File: src/rtl/ct_ifu_mbist_pkg.sv
// Shared encodings for the predecode-array March C- BIST sequencer.
package ct_ifu_mbist_pkg;

  typedef enum logic [2:0] {
    ST_IDLE    = 3'd0,
    ST_W0_UP   = 3'd1,
    ST_R0W1_UP = 3'd2,
    ST_R1W0_DN = 3'd3,
    ST_R0_DN   = 3'd4,
    ST_DRAIN   = 3'd5,
    ST_DONE    = 3'd6
  } mbist_state_e;

  typedef enum logic [1:0] {
    ME_W0_UP   = 2'd0,
    ME_R0W1_UP = 2'd1,
    ME_R1W0_DN = 2'd2,
    ME_R0_DN   = 2'd3
  } march_elem_e;

  localparam int DEF_ADDR_WIDTH = 16;
  localparam int DEF_DATA_WIDTH = 32;
  localparam int DEF_ADDR_LAST  = (1 << DEF_ADDR_WIDTH) - 1;

endpackage

File: src/rtl/ct_ifu_predecd_mbist_ctrl_if.sv
// Single-port predecode array access bus driven by the BIST sequencer.
interface ct_ifu_predecd_mbist_ctrl_if #(
  parameter int ADDR_WIDTH = 16,
  parameter int DATA_WIDTH = 32
);
  logic [ADDR_WIDTH-1:0] mem_index;
  logic                  mem_cen_b;
  logic                  mem_wen_b;
  logic [DATA_WIDTH-1:0] mem_din;
  logic [DATA_WIDTH-1:0] mem_dout;

  modport master (output mem_index, mem_cen_b, mem_wen_b, mem_din, input mem_dout);
  modport slave  (input mem_index, mem_cen_b, mem_wen_b, mem_din, output mem_dout);
endinterface

File: src/rtl/ct_ifu_mbist_cmp.sv
// Read-compare pipeline: registers expected data/index of each read, compares
// dout one cycle later, and captures the first failing index and data.
module ct_ifu_mbist_cmp #(
  parameter int ADDR_WIDTH = 16,
  parameter int DATA_WIDTH = 32
) (
  input  logic                  clk,
  input  logic                  rst_n,
  input  logic                  clr,
  input  logic                  rd_vld,
  input  logic [ADDR_WIDTH-1:0] rd_idx,
  input  logic [DATA_WIDTH-1:0] rd_exp,
  input  logic [DATA_WIDTH-1:0] dout,
  output logic                  mismatch,
  output logic                  fail,
  output logic [ADDR_WIDTH-1:0] fail_addr,
  output logic [DATA_WIDTH-1:0] fail_data
);
  logic                  vld_q, vld_d;
  logic [ADDR_WIDTH-1:0] idx_q, idx_d;
  logic [DATA_WIDTH-1:0] exp_q, exp_d;
  logic                  fail_q, fail_d;
  logic [ADDR_WIDTH-1:0] faddr_q, faddr_d;
  logic [DATA_WIDTH-1:0] fdata_q, fdata_d;

  always_comb begin
    mismatch = vld_q && (dout !== exp_q);
    // A read issued in the aborting cycle must not be compared afterwards.
    vld_d    = rd_vld && !mismatch;
    idx_d    = rd_idx;
    exp_d    = rd_exp;
    fail_d   = fail_q;
    faddr_d  = faddr_q;
    fdata_d  = fdata_q;
    if (clr) begin
      fail_d  = 1'b0;
      faddr_d = '0;
      fdata_d = '0;
    end else if (mismatch && !fail_q) begin
      fail_d  = 1'b1;
      faddr_d = idx_q;
      fdata_d = dout;
    end
  end

  always_ff @(posedge clk or negedge rst_n) begin
    if (!rst_n) begin
      vld_q   <= 1'b0;
      idx_q   <= '0;
      exp_q   <= '0;
      fail_q  <= 1'b0;
      faddr_q <= '0;
      fdata_q <= '0;
    end else begin
      vld_q   <= vld_d;
      idx_q   <= idx_d;
      exp_q   <= exp_d;
      fail_q  <= fail_d;
      faddr_q <= faddr_d;
      fdata_q <= fdata_d;
    end
  end

  assign fail      = fail_q;
  assign fail_addr = faddr_q;
  assign fail_data = fdata_q;
endmodule

File: src/rtl/ct_ifu_predecd_mbist_ctrl.sv
// March C- BIST sequencer for the I-cache predecode SRAM (1-cycle read latency).
// The registered access fields always describe the access presented this cycle.
module ct_ifu_predecd_mbist_ctrl
  import ct_ifu_mbist_pkg::*;
#(
  parameter int ADDR_WIDTH = DEF_ADDR_WIDTH,
  parameter int DATA_WIDTH = DEF_DATA_WIDTH,
  parameter int ADDR_LAST  = 2**ADDR_WIDTH - 1
) (
  input  logic                    forever_cpuclk,
  input  logic                    cpurst_b,
  input  logic                    bist_start,
  input  logic [DATA_WIDTH-1:0]   bist_bg,
  output logic                    bist_busy,
  output logic                    bist_done,
  output logic                    bist_fail,
  output logic [ADDR_WIDTH-1:0]   bist_fail_addr,
  output logic [DATA_WIDTH-1:0]   bist_fail_data,
  ct_ifu_predecd_mbist_ctrl_if.master mem
);
  localparam logic [ADDR_WIDTH-1:0] LAST = ADDR_WIDTH'(ADDR_LAST);
  localparam logic [ADDR_WIDTH-1:0] ONE  = ADDR_WIDTH'(1);

  mbist_state_e          state_q, state_d;
  logic [ADDR_WIDTH-1:0] idx_q, idx_d;
  logic                  wr_ph_q, wr_ph_d;
  logic                  cen_q, cen_d;
  logic                  wen_q, wen_d;
  logic [DATA_WIDTH-1:0] din_q, din_d;
  logic [DATA_WIDTH-1:0] bg_q, bg_d;
  logic                  busy_q, busy_d;
  logic                  done_q, done_d;
  logic                  start_acc;
  logic                  mismatch;
  logic                  rd_vld;
  logic [DATA_WIDTH-1:0] rd_exp;

  assign rd_vld = !cen_q && wen_q;
  assign rd_exp = (state_q == ST_R1W0_DN) ? ~bg_q : bg_q;

  always_comb begin
    state_d   = state_q;
    idx_d     = idx_q;
    wr_ph_d   = 1'b0;
    cen_d     = 1'b1;
    wen_d     = 1'b1;
    din_d     = din_q;
    bg_d      = bg_q;
    busy_d    = busy_q;
    done_d    = done_q;
    start_acc = 1'b0;
    case (state_q)
      ST_IDLE, ST_DONE: begin
        if (bist_start) begin
          start_acc = 1'b1;
          bg_d      = bist_bg;
          state_d   = ST_W0_UP;
          idx_d     = '0;
          cen_d     = 1'b0;
          wen_d     = 1'b0;
          din_d     = bist_bg;
          busy_d    = 1'b1;
          done_d    = 1'b0;
        end
      end
      ST_W0_UP: begin
        cen_d = 1'b0;
        if (idx_q == LAST) begin
          state_d = ST_R0W1_UP;
          idx_d   = '0;
        end else begin
          idx_d = idx_q + ONE;
          wen_d = 1'b0;
          din_d = bg_q;
        end
      end
      ST_R0W1_UP: begin
        cen_d = 1'b0;
        if (!wr_ph_q) begin
          wr_ph_d = 1'b1;
          wen_d   = 1'b0;
          din_d   = ~bg_q;
        end else if (idx_q == LAST) begin
          state_d = ST_R1W0_DN;
          idx_d   = LAST;
        end else begin
          idx_d = idx_q + ONE;
        end
      end
      ST_R1W0_DN: begin
        cen_d = 1'b0;
        if (!wr_ph_q) begin
          wr_ph_d = 1'b1;
          wen_d   = 1'b0;
          din_d   = bg_q;
        end else if (idx_q == '0) begin
          state_d = ST_R0_DN;
          idx_d   = LAST;
        end else begin
          idx_d = idx_q - ONE;
        end
      end
      ST_R0_DN: begin
        if (idx_q == '0) begin
          state_d = ST_DRAIN;
        end else begin
          cen_d = 1'b0;
          idx_d = idx_q - ONE;
        end
      end
      ST_DRAIN: begin
        state_d = ST_DONE;
        busy_d  = 1'b0;
        done_d  = 1'b1;
      end
      default: state_d = ST_IDLE;
    endcase
    // First mismatch: the access already on the port finishes, nothing follows.
    if (mismatch) begin
      state_d = ST_DONE;
      cen_d   = 1'b1;
      wen_d   = 1'b1;
      wr_ph_d = 1'b0;
      busy_d  = 1'b0;
      done_d  = 1'b1;
    end
  end

  always_ff @(posedge forever_cpuclk or negedge cpurst_b) begin
    if (!cpurst_b) begin
      state_q <= ST_IDLE;
      idx_q   <= '0;
      wr_ph_q <= 1'b0;
      cen_q   <= 1'b1;
      wen_q   <= 1'b1;
      din_q   <= '0;
      bg_q    <= '0;
      busy_q  <= 1'b0;
      done_q  <= 1'b0;
    end else begin
      state_q <= state_d;
      idx_q   <= idx_d;
      wr_ph_q <= wr_ph_d;
      cen_q   <= cen_d;
      wen_q   <= wen_d;
      din_q   <= din_d;
      bg_q    <= bg_d;
      busy_q  <= busy_d;
      done_q  <= done_d;
    end
  end

  ct_ifu_mbist_cmp #(
    .ADDR_WIDTH (ADDR_WIDTH),
    .DATA_WIDTH (DATA_WIDTH)
  ) u_cmp (
    .clk       (forever_cpuclk),
    .rst_n     (cpurst_b),
    .clr       (start_acc),
    .rd_vld    (rd_vld),
    .rd_idx    (idx_q),
    .rd_exp    (rd_exp),
    .dout      (mem.mem_dout),
    .mismatch  (mismatch),
    .fail      (bist_fail),
    .fail_addr (bist_fail_addr),
    .fail_data (bist_fail_data)
  );

  assign mem.mem_index = idx_q;
  assign mem.mem_cen_b = cen_q;
  assign mem.mem_wen_b = wen_q;
  assign mem.mem_din   = din_q;
  assign bist_busy     = busy_q;
  assign bist_done     = done_q;
endmodule

File: src/flat_wrapper.sv
// flat-port wrapper written by rule: the top's interface ports become plain ports
module ct_ifu_predecd_mbist_ctrl_flat import ct_ifu_mbist_pkg::*;
#(
  parameter int ADDR_WIDTH = DEF_ADDR_WIDTH,
  parameter int DATA_WIDTH = DEF_DATA_WIDTH,
  parameter int ADDR_LAST  = 2**ADDR_WIDTH - 1
)
  (forever_cpuclk, cpurst_b, bist_start, bist_bg, bist_busy, bist_done, bist_fail, bist_fail_addr, bist_fail_data, mem_mem_index, mem_mem_cen_b, mem_mem_wen_b, mem_mem_din, mem_mem_dout);
  ct_ifu_predecd_mbist_ctrl_if #(.ADDR_WIDTH(ADDR_WIDTH), .DATA_WIDTH(DATA_WIDTH)) mem_i ();
  input  logic forever_cpuclk;
  input  logic cpurst_b;
  input  logic bist_start;
  input  logic [DATA_WIDTH-1:0] bist_bg;
  output logic bist_busy;
  output logic bist_done;
  output logic bist_fail;
  output logic [ADDR_WIDTH-1:0] bist_fail_addr;
  output logic [DATA_WIDTH-1:0] bist_fail_data;
  output wire logic [$bits(mem_i.mem_index)-1:0] mem_mem_index;
  output wire logic [$bits(mem_i.mem_cen_b)-1:0] mem_mem_cen_b;
  output wire logic [$bits(mem_i.mem_wen_b)-1:0] mem_mem_wen_b;
  output wire logic [$bits(mem_i.mem_din)-1:0] mem_mem_din;
  input wire logic [$bits(mem_i.mem_dout)-1:0] mem_mem_dout;
  assign mem_mem_index = mem_i.mem_index;
  assign mem_mem_cen_b = mem_i.mem_cen_b;
  assign mem_mem_wen_b = mem_i.mem_wen_b;
  assign mem_mem_din = mem_i.mem_din;
  assign mem_i.mem_dout = mem_mem_dout;
  ct_ifu_predecd_mbist_ctrl #(.ADDR_WIDTH(ADDR_WIDTH), .DATA_WIDTH(DATA_WIDTH), .ADDR_LAST(ADDR_LAST)) u_core (.forever_cpuclk(forever_cpuclk), .cpurst_b(cpurst_b), .bist_start(bist_start), .bist_bg(bist_bg), .bist_busy(bist_busy), .bist_done(bist_done), .bist_fail(bist_fail), .bist_fail_addr(bist_fail_addr), .bist_fail_data(bist_fail_data), .mem(mem_i));
endmodule
File: config.mk
export PLATFORM = sky130hd
export DESIGN_NAME = ct_ifu_predecd_mbist_ctrl_flat
export DESIGN_NICKNAME = d
export VERILOG_FILES = /design/src/rtl/ct_ifu_mbist_pkg.sv /design/src/rtl/ct_ifu_predecd_mbist_ctrl_if.sv /design/src/rtl/ct_ifu_mbist_cmp.sv /design/src/rtl/ct_ifu_predecd_mbist_ctrl.sv /design/src/flat_wrapper.sv
export SDC_FILE = /design/constraint.sdc
export NUM_CORES = 1
export LEC_CHECK = 0
export BUFFER_PORTS_ARGS = -buffer_cell sky130_fd_sc_hd__buf_2
export CORE_UTILIZATION = 55
export DETAILED_ROUTE_END_ITERATION = 8
export GPL_TIMING_DRIVEN = 0
export PLACE_DENSITY = 0.83
export SLEW_MARGIN = 5
export SYNTH_ARGS = -nofsm -noshare
export SYNTH_HDL_FRONTEND = slang
export SYNTH_SLANG_ARGS = --single-unit
File: constraint.sdc
create_clock -name forever_cpuclk -period 5.2 [get_ports forever_cpuclk]
set_clock_uncertainty 0.2 [all_clocks]
set_input_delay 1.04 -clock forever_cpuclk [delete_from_list [all_inputs] [get_ports forever_cpuclk]]
set_output_delay 1.04 -clock forever_cpuclk [all_outputs]
set_load 0.01 [all_outputs]
# == Word level (Yosys, flattened, before mapping) ==
# Cells that the tools add are included.
# classes
addsub,2
eq_ne,22
n_mux,48
bitwise,1
n_reduce_logical,21
# op_table
operator,count
$mux 32,7
$mux 16,9
$pmux 32 s4,1
$pmux 16 s5,1
$nex 32x32->1,1
$not 32->32,1
$mux 3,8
$pmux 3 s6,1
$mux 1,17
$add 16x1->16 const B,1
$eq 16x16->1 const B,1
$logic_not 16->1,1
$sub 16x1->16 const B,1
$ne 3x1->1 const B,5
$ne 2x2->1 const B,5
$reduce_and 5->1,2
$eq 3x3->1 const B,3
$reduce_and 7->1,1
$eq 3x2->1 const B,2
$ne 3x2->1 const B,2
$pmux 1 s3,2
$reduce_bool 5->1,1
$logic_and 1x1->1,4
$ne 2x1->1 const B,2
10 further kinds,15
# word_totals
reg_bits,186
input_bits,67
output_inout_bits,101
elab_cells,109

# == Depth between registers and ports, before layout ==
# logic_depth
depth_word,5
mapped_depth,10
ltp_nobuf,8

# == By module ==
# A second synthesis with hierarchy kept.
# hier_totals
cells_unflattened,925
hier_area_um2,9587.9
# by_module_without_submodules
module,n_inst,cells_per_inst,area_per_inst_um2,seq_area_each_um2
ct_ifu_predecd_mbist_ctrl,1,621,5595.4,2204.6
ct_ifu_mbist_cmp,1,304,3992.6,2452.4

# == Least setup slack after synthesis ==
# OpenSTA, ideal clock, no wires.
# synth_path
kind,input to register
from,input port mem_mem_dout[19]
to,register u_core.u_cmp.faddr_q[10] (netlist: u_core.u_cmp.fail_addr[10])
setup_ns,0.132
arrival_ns,2.434
required_time_ns,4.868
path_slack_ns,2.434
stages,8
path_buffers,2
path_cell_list,xnor2_1 > nand4_1 > nor4_1 > a311oi_1 > buf_2 > buf_2 > mux2i_1 > nor2_1
# synth_via
elab_chain_len,4
# synth_lines
item,line_no,rtl
start: declaration,flat_wrapper.sv:23,input wire logic [$bits(mem_i.mem_dout)-1:0] mem_mem_dout;
$nex 32x32->1,ct_ifu_mbist_cmp.sv:27,mismatch = vld_q && (dout !== exp_q);
$logic_and 1x1->1,ct_ifu_mbist_cmp.sv:27,
$logic_and 1x1->1,ct_ifu_mbist_cmp.sv:39,end else if (mismatch && !fail_q) begin
$reduce_bool 2->1 (no line),n/a,
end signal: assignment,ct_ifu_mbist_cmp.sv:59,faddr_q <= faddr_d;
end: declaration,ct_ifu_mbist_cmp.sv:23,"logic [ADDR_WIDTH-1:0] faddr_q, faddr_d;"
# Every way passes these cells.
# A chain may end at the register's enable or synchronous reset.

# == Worst setup path after layout ==
# layout_path
from,register u_core.state_q[1]
to,register u_core.u_cmp.fdata_q[12] (netlist: u_core.u_cmp.fail_data[12])
# layout_via
elab_chain_len,4
elab_cells_between_ends,6
classes_between,eq/ne: 1; mux: 2; reduce/logical: 3
# layout_lines
item,line_no,rtl
start: declaration,ct_ifu_predecd_mbist_ctrl.sv:24,"mbist_state_e state_q, state_d;"
start signal: assignment,ct_ifu_predecd_mbist_ctrl.sv:141,state_q <= state_d;
$eq 3x3->1 / $logic_not 3->1 (equally long branches),ct_ifu_predecd_mbist_ctrl.sv:52,case (state_q)
$reduce_or 2->1 *,ct_ifu_predecd_mbist_ctrl.sv:52,
$mux 1 *,ct_ifu_predecd_mbist_ctrl.sv:52,
$mux 32 / $reduce_bool 2->1 (equally long branches),n/a,
end signal: assignment,ct_ifu_mbist_cmp.sv:60,fdata_q <= fdata_d;
end: declaration,ct_ifu_mbist_cmp.sv:24,"logic [DATA_WIDTH-1:0] fdata_q, fdata_d;"
# Mark *: on every way between the ends. The rest lies on a longest branch, timed or not.

==> metrics.yaml <==
clocking:
  clockRootBuffer: "clkbuf_16"
  numCtsBuffers: 17
  cts_setup_buffers: 0
  tritoncts: "done"
  htreeDepth: 4
  clkTransAtPathRegs_ns: 0.07
  clock_path_buffers: 2
  cts_hold_buffers: 0
  clk-insertion-delay-late_ns: 0.44
  cts.sinks: 186
  cts_resized: 0
sta:
  slew_viol_final: 0
  max_freq_mhz: 307.4
  setup_viol: 0
  hold_violations: 0
  period_needed_ns: 3.253
  fin_crit_sh: 0.6256
  tightest_slew_ns: 0.9143
  grt_setup_unrepaired: "false"
  slew_headroom: 0.3882
global_routing:
  grt_pass1_vias: 7039
  grt_first_pass_wirelength_mm: 37.58
  antenna_found_initial: 3
  grt.total_usage: 0.2978
  grt_max_degree: 121
  grt.overflow.total: 0
die:
  dieHeight_um: 130.1
  rows: 46
  die_w_um: 130.1
  ios: 168
  core_um2: 15940
  start_util: 0.5659
  die_area_um2: 16920
layout:
  layoutNonFillerInstCount: 1278
  area_growth_pct: 19.07
  layout-drive-gt1-share: 0.2601
  final_util: 0.6738
  final_nets: 1120
  n_fill_cell: 1220
power:
  netSwitchingPower_mw: 3.267
  swShare: 0.4348
  internal_power_mw: 4.245
  p_per_area_nw_per_um2: 699.3
  leakage_nw: 5.034
  power_mw: 7.512
  comb_power_share: 0.486
  peakVddDrop_uv: 471.8
  clockPowerShare: 0.166
  power_frac_seq: 0.348
critical_path:
  cp-start-kind: "flop"
  ff2ff_setup_slack_ns: 1.95
  crit_arrival_ns: 3.35
  worstSetupPathType: "reg -> reg"
  path_max_fanout: 10
  required_ns: 5.30
  endpoint_kind: "flop"
synth:
  yosysMostFrequentCell: "dfrtp_1"
  async_flop_share: 1.000
  yosys.area.top_type: "dfrtp_1"
  syn_avg_cell_area_um2: 10.48
  synth.top_cells.by_area: "dfrtp_1 51%, xnor2_1 7.0%, mux2i_1 5.7%"
  ys_seq_area_frac: 0.5162
  synth_cells: 861
  synth_edf_count: 0
  synthTopCellsByCount: "184 x dfrtp_1, 104 x nor2_1, 72 x xnor2_1"
  yosys_register_bits: 186
  synth_area_um2: 9022
  synth_nets: 933
  ys_types: 70
  yosysWarnings: 0
  yosysTopAreaCellShare: 0.5103
  synth_ff_type: "dfrtp_1"
flow_run:
  cap_violations: 0
drt:
  wl_mm: 23.81
  wl_met1_mm: 10.22
  wl_met3_mm: 1.424
  wl_per_cell_um: 18.63
  viasPerCell: 5.710
  top_layer: "met5"
  drt_pre_antenna_iters: 5
  drc_errors: 0
  dr_wl_met2_mm: 11.39
  ant_nets: 0
  drt_iter0_drc: 598
  num_vias: 7298
placed_design:
  place_hpwl_mm: 17.07
  port_buffers: 167
  place_inst: 1245
  gp_congestion: 0.9495
outcome:
  outcome: "finished clean"
worst_hold_path:
  hp-class: "reg -> reg"
==> worst paths after layout <==
| path | startpoint | end | cells after the start |
|---|---|---|---|
| min in group asynchronous | cpurst_b | u_core.u_cmp.idx_q[3] | 1 |
| max | u_core.state_q[1] | u_core.u_cmp.fail_data[12] | 7 |
| min reg2reg | u_core.mem.mem_index[12] | u_core.u_cmp.idx_q[12] | 0 |
| max reg2reg | u_core.state_q[1] | u_core.u_cmp.fail_data[12] | 7 |
| max in group asynchronous | cpurst_b | u_core.bg_q[2] | 2 |
| min | u_core.mem.mem_index[12] | u_core.u_cmp.idx_q[12] | 0 |
==> cells in the final DEF (no fill, tap or decap), types with 3 or more instances in the layout <==
cell,count
inv_1,13
nor4_1,5
and3_1,3
a31oi_1,4
buf_2,187
dfrtp_1,184
nand4_1,11
nand3b_1,3
inv_6,3
o211ai_1,6
inv_8,3
o22ai_1,4
nand2_1,65
nor2_1,104
a21oi_1,62
nor3_1,6
mux2_2,33
a311oi_1,3
xnor2_1,72
clkbuf_1,23
a32oi_1,3
buf_1,4
clkbuf_16,17
clkinv_4,3
nand3_1,15
mux2i_1,51
xor2_1,35
nand2b_1,7
ha_1,5
buf_4,3
o21a_1,3
o21ai_0,58
==> worst max-delay path, stage by stage (launching register included) <==
cell and delay (ns):
dfrtp_1 0.35, buf_2 0.21, nand2b_1 0.33, nand3_1 0.20, nor2_1 0.73, buf_2 0.41, clkbuf_1 0.56, nor2_1 0.12
==> area by class of cell <==
cell class | count | area, um^2 | share of cell area
diodes | 1 | 2.502 | 0.0002329
clock buffers | 19 | 442.9 | 0.04123
repair buffers | 168 | 873.3 | 0.08130
multi-input cells | 609 | 4064 | 0.3783
flip-flops and latches | 186 | 4657 | 0.4335
clock inverters | 13 | 131.4 | 0.01223
inverters | 13 | 48.80 | 0.004542
well taps | 216 | 270.3 | 0.02516
plain buffers | 53 | 252.7 | 0.02353
==> cells by family (layout without fill, tap and decap cells) <==
group / count (synthesis) / count (layout) / share of synthesized area
muxes: 84 / 84 / 0.09777
and+or+nand+nor: 236 / 236 / 0.1201
buffers and inverters: 66 / 266 / 0.03342
AOI/OAI and AO/OA: 177 / 177 / 0.1218
DFF: 186 / 186 / 0.5162
adders and majority gates: 5 / 5 / 0.006934
xor gates and xnor gates: 107 / 107 / 0.1039
other: 0 / 1 / 0
==> stage by stage <==
step | setup TNS [ns] | cell area, um^2 | worst slack [ns] | hold WS, ns
after floorplan | 0 | 9022 | 2.434 | 0.2300
after global placement | -5.457 | 10130 | -0.04587 | 0.1900
after detailed placement | 0 | 10170 | 1.620 | 0.1919
after CTS | 0 | 10740 | 1.980 | 0.2078
after global routing | 0 | 10740 | 1.737 | 0.2188
final | 0 | 10740 | 1.947 | 0.2057
==> per-layer routing <==
layer	global-route usage	vias up
met5	0	-
met4	0.1361	4
met3	0.06109	51
met2	0.4784	283
met1	0.3901	3599
li1	-	3361
==> flip-flops by register name (all words and copies together) (netlist names), 3 cells and up <==
signal                  cells
u_core.bg_q                32
u_core.mem.mem_index       16
u_core.u_cmp.fail_addr     16
u_core.u_cmp.exp_q         32
u_core.u_cmp.fail_data     32
u_core.u_cmp.idx_q         16
u_core.mem.mem_din         32
u_core.state_q              3
==> power by group through the flow <==
stage | logic, mW | registers (mW) | clock network [mW]
2_1_floorplan | 2.38 | 2.67 | 0
3_5_place_dp | 3.60 | 2.62 | 0
4_1_cts | 3.64 | 2.60 | 1.26
5_1_grt | 4.04 | 2.68 | 1.32
6_report | 3.65 | 2.61 | 1.25
3_3_place_gp | 3.54 | 2.59 | 0
Note: power is estimated with default switching activity, not from simulation.
